`src/rtl/snes_pkg.sv`:
```
// Shared types and constants for the SNES controller receiver.
package snes_pkg;

  typedef enum logic [1:0] {
    ST_IDLE  = 2'd0,
    ST_LATCH = 2'd1,
    ST_SHIFT = 2'd2,
    ST_DONE  = 2'd3
  } snes_state_t;

  localparam int SNES_BITS = 16;

  // Button positions within the received word (bit 0 is shifted first)
  localparam int BTN_B      = 0;
  localparam int BTN_Y      = 1;
  localparam int BTN_SELECT = 2;
  localparam int BTN_START  = 3;
  localparam int BTN_UP     = 4;
  localparam int BTN_DOWN   = 5;
  localparam int BTN_LEFT   = 6;
  localparam int BTN_RIGHT  = 7;
  localparam int BTN_A      = 8;
  localparam int BTN_X      = 9;
  localparam int BTN_L      = 10;
  localparam int BTN_R      = 11;

endpackage

```
`src/rtl/snes_receiver_if.sv`:
```
// Controller pins, interrupt handshake and decoded frame outputs of the SNES receiver.
interface snes_receiver_if;
  import snes_pkg::*;

  logic                 data_latch;
  logic                 data_clock;
  logic                 serial_data;
  logic                 irq_ack;
  logic [SNES_BITS-1:0] buttons;
  logic                 frame_valid;
  logic                 irq;
  logic                 frame_err;

  modport master (
    output data_latch, data_clock, serial_data, irq_ack,
    input  buttons, frame_valid, irq, frame_err
  );

  modport slave (
    input  data_latch, data_clock, serial_data, irq_ack,
    output buttons, frame_valid, irq, frame_err
  );

endinterface

```
`src/rtl/sync_edge.sv`:
```
// Multi-stage synchronizer for one asynchronous input, with one-cycle rise/fall strobes.
module sync_edge #(
  parameter int   STAGES  = 2,
  parameter logic RST_VAL = 1'b0
) (
  input  logic clk,
  input  logic rst_n,
  input  logic din,
  output logic dout,
  output logic rise,
  output logic fall
);

  logic [STAGES-1:0] sync_q;
  logic              prev_q;

  always_ff @(posedge clk or negedge rst_n) begin
    if (!rst_n) begin
      sync_q <= {STAGES{RST_VAL}};
      prev_q <= RST_VAL;
    end else begin
      sync_q <= {sync_q[STAGES-2:0], din};
      prev_q <= sync_q[STAGES-1];
    end
  end

  // Reset to the line's idle level so releasing reset never fakes an edge
  assign dout = sync_q[STAGES-1];
  assign rise = dout & ~prev_q;
  assign fall = ~dout & prev_q;

endmodule

```
`src/rtl/snes_receiver.sv`:
```
// SNES controller receiver: frames 16 serial bits between latch pulses into a button word,
// flags changes with a sticky interrupt and aborts on re-latch or timeout.
module snes_receiver
  import snes_pkg::*;
#(
  parameter int SYNC_STAGES    = 2,
  parameter int TIMEOUT_CYCLES = 25000
) (
  input  logic            clk,
  input  logic            rst_n,
  snes_receiver_if.slave  bus
);

  localparam int            TW       = $clog2(TIMEOUT_CYCLES);
  localparam logic [TW-1:0] TMO_LAST = TW'(TIMEOUT_CYCLES - 1);

  logic latch_rise, latch_fall, latch_level_unused;
  logic clk_fall, clk_rise_unused, clk_level_unused;
  logic data_sync, data_rise_unused, data_fall_unused;

  sync_edge #(.STAGES(SYNC_STAGES), .RST_VAL(1'b0)) u_sync_latch (
    .clk  (clk),
    .rst_n(rst_n),
    .din  (bus.data_latch),
    .dout (latch_level_unused),
    .rise (latch_rise),
    .fall (latch_fall)
  );

  sync_edge #(.STAGES(SYNC_STAGES), .RST_VAL(1'b1)) u_sync_clock (
    .clk  (clk),
    .rst_n(rst_n),
    .din  (bus.data_clock),
    .dout (clk_level_unused),
    .rise (clk_rise_unused),
    .fall (clk_fall)
  );

  sync_edge #(.STAGES(SYNC_STAGES), .RST_VAL(1'b1)) u_sync_data (
    .clk  (clk),
    .rst_n(rst_n),
    .din  (bus.serial_data),
    .dout (data_sync),
    .rise (data_rise_unused),
    .fall (data_fall_unused)
  );

  snes_state_t          state_q;
  logic [4:0]           count_q;
  logic [TW-1:0]        tmo_q;
  logic [SNES_BITS-1:0] shift_q;
  logic [SNES_BITS-1:0] buttons_q;
  logic                 chg_q;
  logic                 frame_valid_q;
  logic                 frame_err_q;
  logic                 irq_q;

  logic [SNES_BITS-1:0] next_word;
  logic                 last_bit;
  logic                 set_irq;

  // Word as it stands once the 16th (active-low) bit is folded in
  assign next_word = {~data_sync, shift_q[SNES_BITS-2:0]};
  assign last_bit  = (count_q == 5'(SNES_BITS - 1));
  assign set_irq   = (state_q == ST_DONE) && chg_q;

  always_ff @(posedge clk or negedge rst_n) begin
    if (!rst_n) begin
      state_q       <= ST_IDLE;
      count_q       <= '0;
      tmo_q         <= '0;
      shift_q       <= '0;
      buttons_q     <= '0;
      chg_q         <= 1'b0;
      frame_valid_q <= 1'b0;
      frame_err_q   <= 1'b0;
      irq_q         <= 1'b0;
    end else begin
      frame_valid_q <= 1'b0;
      frame_err_q   <= 1'b0;

      // A change landing in the same cycle as an acknowledge must not be lost
      if (set_irq)          irq_q <= 1'b1;
      else if (bus.irq_ack) irq_q <= 1'b0;

      case (state_q)
        ST_IDLE: begin
          if (latch_rise) state_q <= ST_LATCH;
        end
        ST_LATCH: begin
          if (latch_fall) begin
            state_q <= ST_SHIFT;
            count_q <= '0;
            tmo_q   <= '0;
            shift_q <= '0;
          end
        end
        ST_SHIFT: begin
          // Re-latch beats a completing bit, which beats the timeout
          if (latch_rise) begin
            frame_err_q <= 1'b1;
            state_q     <= ST_LATCH;
          end else if (clk_fall && last_bit) begin
            shift_q       <= next_word;
            count_q       <= count_q + 5'd1;
            buttons_q     <= next_word;
            frame_valid_q <= 1'b1;
            chg_q         <= (next_word != buttons_q);
            state_q       <= ST_DONE;
          end else if (tmo_q == TMO_LAST) begin
            frame_err_q <= 1'b1;
            state_q     <= ST_IDLE;
          end else begin
            tmo_q <= tmo_q + 1'b1;
            if (clk_fall) begin
              shift_q[count_q[3:0]] <= ~data_sync;
              count_q               <= count_q + 5'd1;
            end
          end
        end
        ST_DONE: begin
          state_q <= latch_rise ? ST_LATCH : ST_IDLE;
        end
        default: state_q <= ST_IDLE;
      endcase
    end
  end

  assign bus.buttons     = buttons_q;
  assign bus.frame_valid = frame_valid_q;
  assign bus.irq         = irq_q;
  assign bus.frame_err   = frame_err_q;

endmodule

```
`src/flat_wrapper.sv`:
```
// flat-port wrapper written by rule: the top's interface ports become plain ports
module snes_receiver_flat import snes_pkg::*;
#(
  parameter int SYNC_STAGES    = 2,
  parameter int TIMEOUT_CYCLES = 25000
)
  (clk, rst_n, bus_data_latch, bus_data_clock, bus_serial_data, bus_irq_ack, bus_buttons, bus_frame_valid, bus_irq, bus_frame_err);
  snes_receiver_if bus_i ();
  input  logic clk;
  input  logic rst_n;
  input wire logic [$bits(bus_i.data_latch)-1:0] bus_data_latch;
  input wire logic [$bits(bus_i.data_clock)-1:0] bus_data_clock;
  input wire logic [$bits(bus_i.serial_data)-1:0] bus_serial_data;
  input wire logic [$bits(bus_i.irq_ack)-1:0] bus_irq_ack;
  output wire logic [$bits(bus_i.buttons)-1:0] bus_buttons;
  output wire logic [$bits(bus_i.frame_valid)-1:0] bus_frame_valid;
  output wire logic [$bits(bus_i.irq)-1:0] bus_irq;
  output wire logic [$bits(bus_i.frame_err)-1:0] bus_frame_err;
  assign bus_i.data_latch = bus_data_latch;
  assign bus_i.data_clock = bus_data_clock;
  assign bus_i.serial_data = bus_serial_data;
  assign bus_i.irq_ack = bus_irq_ack;
  assign bus_buttons = bus_i.buttons;
  assign bus_frame_valid = bus_i.frame_valid;
  assign bus_irq = bus_i.irq;
  assign bus_frame_err = bus_i.frame_err;
  snes_receiver #(.SYNC_STAGES(SYNC_STAGES), .TIMEOUT_CYCLES(TIMEOUT_CYCLES)) u_core (.clk(clk), .rst_n(rst_n), .bus(bus_i));
endmodule
```
`config.mk`:
```
export PLATFORM = sky130hd
export DESIGN_NAME = snes_receiver_flat
export DESIGN_NICKNAME = d
export VERILOG_FILES = /design/src/rtl/snes_pkg.sv /design/src/rtl/snes_receiver_if.sv /design/src/rtl/sync_edge.sv /design/src/rtl/snes_receiver.sv /design/src/flat_wrapper.sv
export SDC_FILE = /design/constraint.sdc
export NUM_CORES = 1
export LEC_CHECK = 0
export BUFFER_PORTS_ARGS = -buffer_cell sky130_fd_sc_hd__buf_4
export CORE_ASPECT_RATIO = 1.25
export CORE_MARGIN = 8
export CORE_UTILIZATION = 60
export CTS_CLUSTER_DIAMETER = 40
export DETAILED_ROUTE_END_ITERATION = 16
export PLACE_DENSITY = 0.78
export RECOVER_POWER = 100
export SETUP_SLACK_MARGIN = 0.05
export SLEW_MARGIN = 20
export SYNTH_ARGS = -nofsm -noshare
export SYNTH_HDL_FRONTEND = slang
export SYNTH_HIERARCHICAL = 1
export SYNTH_SLANG_ARGS = --single-unit
```
`constraint.sdc`:
```
create_clock -name clk -period 4.6 [get_ports clk]
set_input_delay 0.69 -clock clk [delete_from_list [all_inputs] [get_ports clk]]
set_output_delay 0.69 -clock clk [all_outputs]
set_load 0.05 [all_outputs]
```
-- Yosys cells after proc, flatten, opt, wreduce, memory -nomap -nowiden
Index checks and enable logic that the tools add are counted.
- register bits after elaboration: 66
- latch bits: 0
- memory bits (writable): 0
- bits in read-only memories: 0
- output and inout bits: 19
- logic and storage cells: 89
- memories: 0
- $add $sub $neg: 2
- multipliers: 0
- divide/modulo/power cells: 0
- order comparisons: 2
- equality and inequality tests: 15
- shift operators: 0
- multiplexer cells: 36
- bitwise logic cells: 8
- reduce and logical (&&, ||, !) cells: 11
- operator list (kind ; number):
    2-to-1 mux 16 bit ; 5
    2-to-1 mux 15 bit ; 4
    case mux 16 bit (2 select lines) ; 1
    case mux 15 bit (2 select lines) ; 1
    2-to-1 mux 5 bit ; 5
    bitwise mux 16 bit ; 1
    != test 16 bit ; 1
    adder 15 x 1 -> 15 bit (second input constant) ; 1
    == test 15 bit (second input constant) ; 1
    2-to-1 mux 1 bit ; 11
    2-to-1 mux 2 bit ; 5
    case mux 5 bit (2 select lines) ; 1
    AND reduction 5 bit ; 2
    case mux 2 bit (4 select lines) ; 1
    != test 2 x 1 -> 1 bit (second input constant) ; 3
    != test 2 bit (second input constant) ; 3
    AND reduction 3 bit ; 2
    AND reduction 6 bit ; 1
    adder 5 x 1 -> 5 bit (second input constant) ; 1
    == test 5 x 4 -> 1 bit (second input constant) ; 1
    less-than comparator 4 x 5 -> 1 bit (second input constant) ; 1
    NOT 1 bit ; 5
    demux 1 bit (select 4 bit) ; 1
    == test 2 bit (second input constant) ; 2
    9 further kinds ; 14

-- Longest topological paths before layout
- depth after elaboration: 10
- depth in mapped cells: 8

-- By module
Netlist, hierarchy kept.
- by module, submodules not included (module ; times used ; cells an instance ; area an instance (sq um) ; seq. area each (sq um)):
    snes_receiver ; 1 ; 289 ; 3109.2 ; 1426.4
    sync_edge at u_core.u_sync_clock ... ; 2 ; 5 ; 93.8 ; 78.8
    sync_edge at u_core.u_sync_latch ; 1 ; 5 ; 90.1 ; 75.1

-- Worst setup path before layout
No wires, ideal clock.
- path kind: reg-to-reg
- start point: register u_core.count_q[0]
- end point: register u_core.buttons_q[10] (netlist: u_core/bus.buttons[10])
- library setup time: 0.128 ns
- arrival: 2.180 ns
- required time: 4.472 ns
- setup slack: 2.292 ns
- cell stages (with the launch flop): 8
- buffers on the path: 1
- clock period less this slack: 2.308 ns
- cells stage by stage: dfrtp_1 ha_1 and3_1 ha_1 nand2_1 nor3_2 buf_2 mux2_1
- word-level cells in the longest chain between the ends: 3
- ends and longest elaborated chain (what ; RTL line ; text):
    from (decl) ; snes_receiver.sv:49 ; logic [4:0] count_q;
    from (signal assigned) ; snes_receiver.sv:105 ; count_q <= count_q + 5'd1;
    from (signal assigned) ; snes_receiver.sv:117 ; count_q <= count_q + 5'd1;
    == test 5 x 4 -> 1 bit ; snes_receiver.sv:64 ; assign last_bit = (count_q == 5'(SNES_BITS - 1));
    logical AND 1 bit ; snes_receiver.sv:103 ; end else if (clk_fall && last_bit) begin
    AND reduction 3 bit (no line) ; -- ;
    to (signal assigned) ; snes_receiver.sv:106 ; buttons_q <= next_word;
    to (decl) ; snes_receiver.sv:52 ; logic [SNES_BITS-1:0] buttons_q;
No other way between the ends.
A chain may end at the register's enable or synchronous reset.

-- Final worst setup path
- start point: register u_core.u_sync_latch.sync_q[1]
- end point: register u_core.shift_q[9]
- word-level cells in the longest chain between the ends: 4
- elaborated cells on any way between the ends: 6
- those cells by class: eq/ne (2); bitwise (3); reduce/logical (1)
- ends and longest elaborated chain (what ; RTL line ; text):
    from (decl) ; sync_edge.sv:14 ; logic [STAGES-1:0] sync_q;
    from (signal assigned) ; sync_edge.sv:19 ; sync_q <= {STAGES{RST_VAL}};
    from (signal assigned) ; sync_edge.sv:22 ; sync_q <= {sync_q[STAGES-2:0], din};
    NOT 1 bit ; sync_edge.sv:30 ; assign fall = ~dout & prev_q;
    bitwise AND 1 bit ; sync_edge.sv:30 ;
    via u_core.latch_fall ; snes_receiver.sv:17 ; logic latch_rise, latch_fall, latch_level_unused;
    != test 2 x 1 -> 1 bit (no line) ; -- ;
    AND reduction 6 bit (no line) ; -- ;
    to (signal assigned) ; snes_receiver.sv:104 ; shift_q <= next_word;
    to (signal, indexed assignment) ; snes_receiver.sv:116 ; shift_q[count_q[3:0]] <= ~data_sync;
    to (decl) ; snes_receiver.sv:51 ; logic [SNES_BITS-1:0] shift_q;
The timed path passes the listed nets, and every way through them passes these cells.

==> results.yml <==
clock_network:
  clkTransAtPathRegs_ns: 0.07
  clk_latency_ns: 0.34
  h-tree-depth: 3
  cts_resized: 0
  postCtsHoldBufs: 0
  clock-sinks: 65
  root_buffer: "clkbuf_8"
  cts_tree: "built"
  cts_setup_buffers: 0
  ctsLongestPathBuffers: 2
  cts_made_buffers: 9
finish:
  drive_gt1_frac: 0.1111
  area_growth_pct: 7.943
  nets: 331
  nFillCells: 465
  ff_latch_area_mm2: 0.001633
  antenna-diode-count: 0
  multi_input_area_mm2: 0.001539
  final_cell_area_mm2: 0.003605
route:
  ant_nets: 0
  drc_errors: 0
  vias: 2490
  postRouteWirelength_mm: 6.995
  wl_per_cell_um: 18.03
  drtPass1Iterations: 5
  via_per_inst: 6.418
  drt-initial-drc-count: 116
floorplan:
  initial_core_util: 0.6178
  design.core.area_mm2: 0.005405
  die-area_mm2: 0.008224
  fp.dieH_um: 99.41
  io_pins: 25
  std_cell_rows: 30
  die_w_um: 82.73
global_routing:
  grt.met3_usage: 0.03971
  grt_max_degree: 66
  grtUsageMet2: 0.3052
  overflow: 0
  met1_usage: 0.2083
  grt_first_pass_wirelength_mm: 11.77
  antenna_found_initial: 0
  grt_pass1_vias: 2511
  busiest_layer: "met2"
  grt_usage: 0.1848
timing:
  tightestPinTransition_ns: 1.232
  hold_viol: 0
  max_slew_margin: 0.1712
  fin_skew_ns: 0.008767
  fin_crit_ns: 2.877
  drv_slew: 0
  timing.fmax_mhz: 347.6
  rsz0062_at_grt: "false"
  tns_ns: 0
  min_period_over_period: 0.6254
  setup_viol: 0
worst_hold_path:
  hold_class: "reg2reg"
status:
  status: "finished clean"
pwr:
  p_leak_uw: 0.001635
  ir_drop_mv: 0.1980
  power_density_mw_per_mm2: 364.8
critical_path:
  arrival_ns: 3.07
  path_max_fanout: 23
  cp-start-kind: "flop"
  worstSetupPathType: "reg2reg"
  endpoint_kind: "flop"
  required_ns: 4.79
yosys:
  syn-instance-count: 300
  syn_area_mm2: 0.003339
  synth_warnings: 6
  syn_avg_cell_area_um2: 11.13
  synth.net_count: 312
flow_run:
  timing.max_cap.violations: 0
placement:
  port_buffers: 24
  place.gp.congestion: 0.8294
  dpl_cell_area_mm2: 0.003516
  place_hpwl_mm: 4.689
## layout by cell type, fill, tap and decap left out, drive strengths merged, types with 3 or more instances in the layout
cell type and count:
a21oi 7, and3 5, nor4 3, nand2b 3
buf 3, nor2b 4, xnor2 15, a22o 3
a41oi 3, ha 6, dfstp 5, mux2 16
inv 9, o31ai 10, a31oi 6, mux2i 16
o21ai 12, clkbuf 36, dfrtp 60, nand2 23
nor2 6, xor2 3, nand4bb 3, and2 5
nand4 23, nand3 9
## per-layer routing
layer	wire [um]	vias to the layer above
li1	-	1152
met1	2773	1231
met2	3664	87
met3	376	20
met4	180	0
met5	0	-
## registers in the layout, summed over array words and instances (netlist names), 2 cells and up
| register | flops |
|---|---|
| u_core/state_q | 2 |
| u_core/shift_q | 15 |
| u_core/tmo_q | 15 |
| u_core/u_sync_data/sync_q | 2 |
| u_core/u_sync_clock/sync_q | 2 |
| u_core/count_q | 5 |
| u_core/bus.buttons | 16 |
| u_core/u_sync_latch/sync_q | 2 |
## where the power goes
group          internal, uW  switching, uW  leakage (uW)
combinational          64.4            124      0.000652
clock                   279            208      0.000103
sequential              600           40.0      0.000879
total                   943            372       0.00163
## worst max-delay path, stage by stage (launching register included)
cell and delay (ns):
dfrtp_1 0.38, and2b_2 0.23, nand3b_1 0.59, a21oi_1 1.05, nand4_1 0.27, mux2i_1 0.19
## worst paths after layout
path,startpoint,to,slack (ns),depth (start not counted)
min in group asynchronous,rst_n,u_core/bus.buttons[9],0.43,1
max reg2reg,u_core/u_sync_latch/sync_q[1],u_core/shift_q[9],1.72,5
min reg2reg,u_core/u_sync_latch/sync_q[0],u_core/u_sync_latch/sync_q[1],0.36,0
min,u_core/u_sync_latch/sync_q[0],u_core/u_sync_latch/sync_q[1],0.36,0
max,u_core/u_sync_latch/sync_q[1],u_core/shift_q[9],1.72,5
max in group asynchronous,rst_n,u_core/tmo_q[12],3.64,1
## final cells by class
cell class / count / area share
Clock buffer: 13 / 0.04408
Clock inverter: 3 / 0.01111
Inverter: 9 / 0.009372
Multi-Input combinational cell: 208 / 0.4269
Sequential cell: 65 / 0.4530
Tap cell: 64 / 0.02221
Timing Repair Buffer: 26 / 0.03332
## through the flow
| step | power, uW | hold slack, ns | utilization | setup slack, ns | instances |
|---|---|---|---|---|---|
| final | 1315 | 0.3563 | 0.6669 | 1.723 | 388 |
| after CTS | 1335 | 0.3589 | 0.6873 | 1.732 | 388 |
| after global routing | 1377 | 0.3631 | 0.6669 | 1.478 | 388 |
| after detailed placement | 846.0 | 0.3440 | 0.6505 | 1.828 | 372 |
| after global placement | 836.9 | 0.3366 | 0.6505 | 1.875 | 372 |
| after floorplan | 782.6 | 0.3312 | - | 2.292 | 300 |
Power figures use the tool's default switching activity.
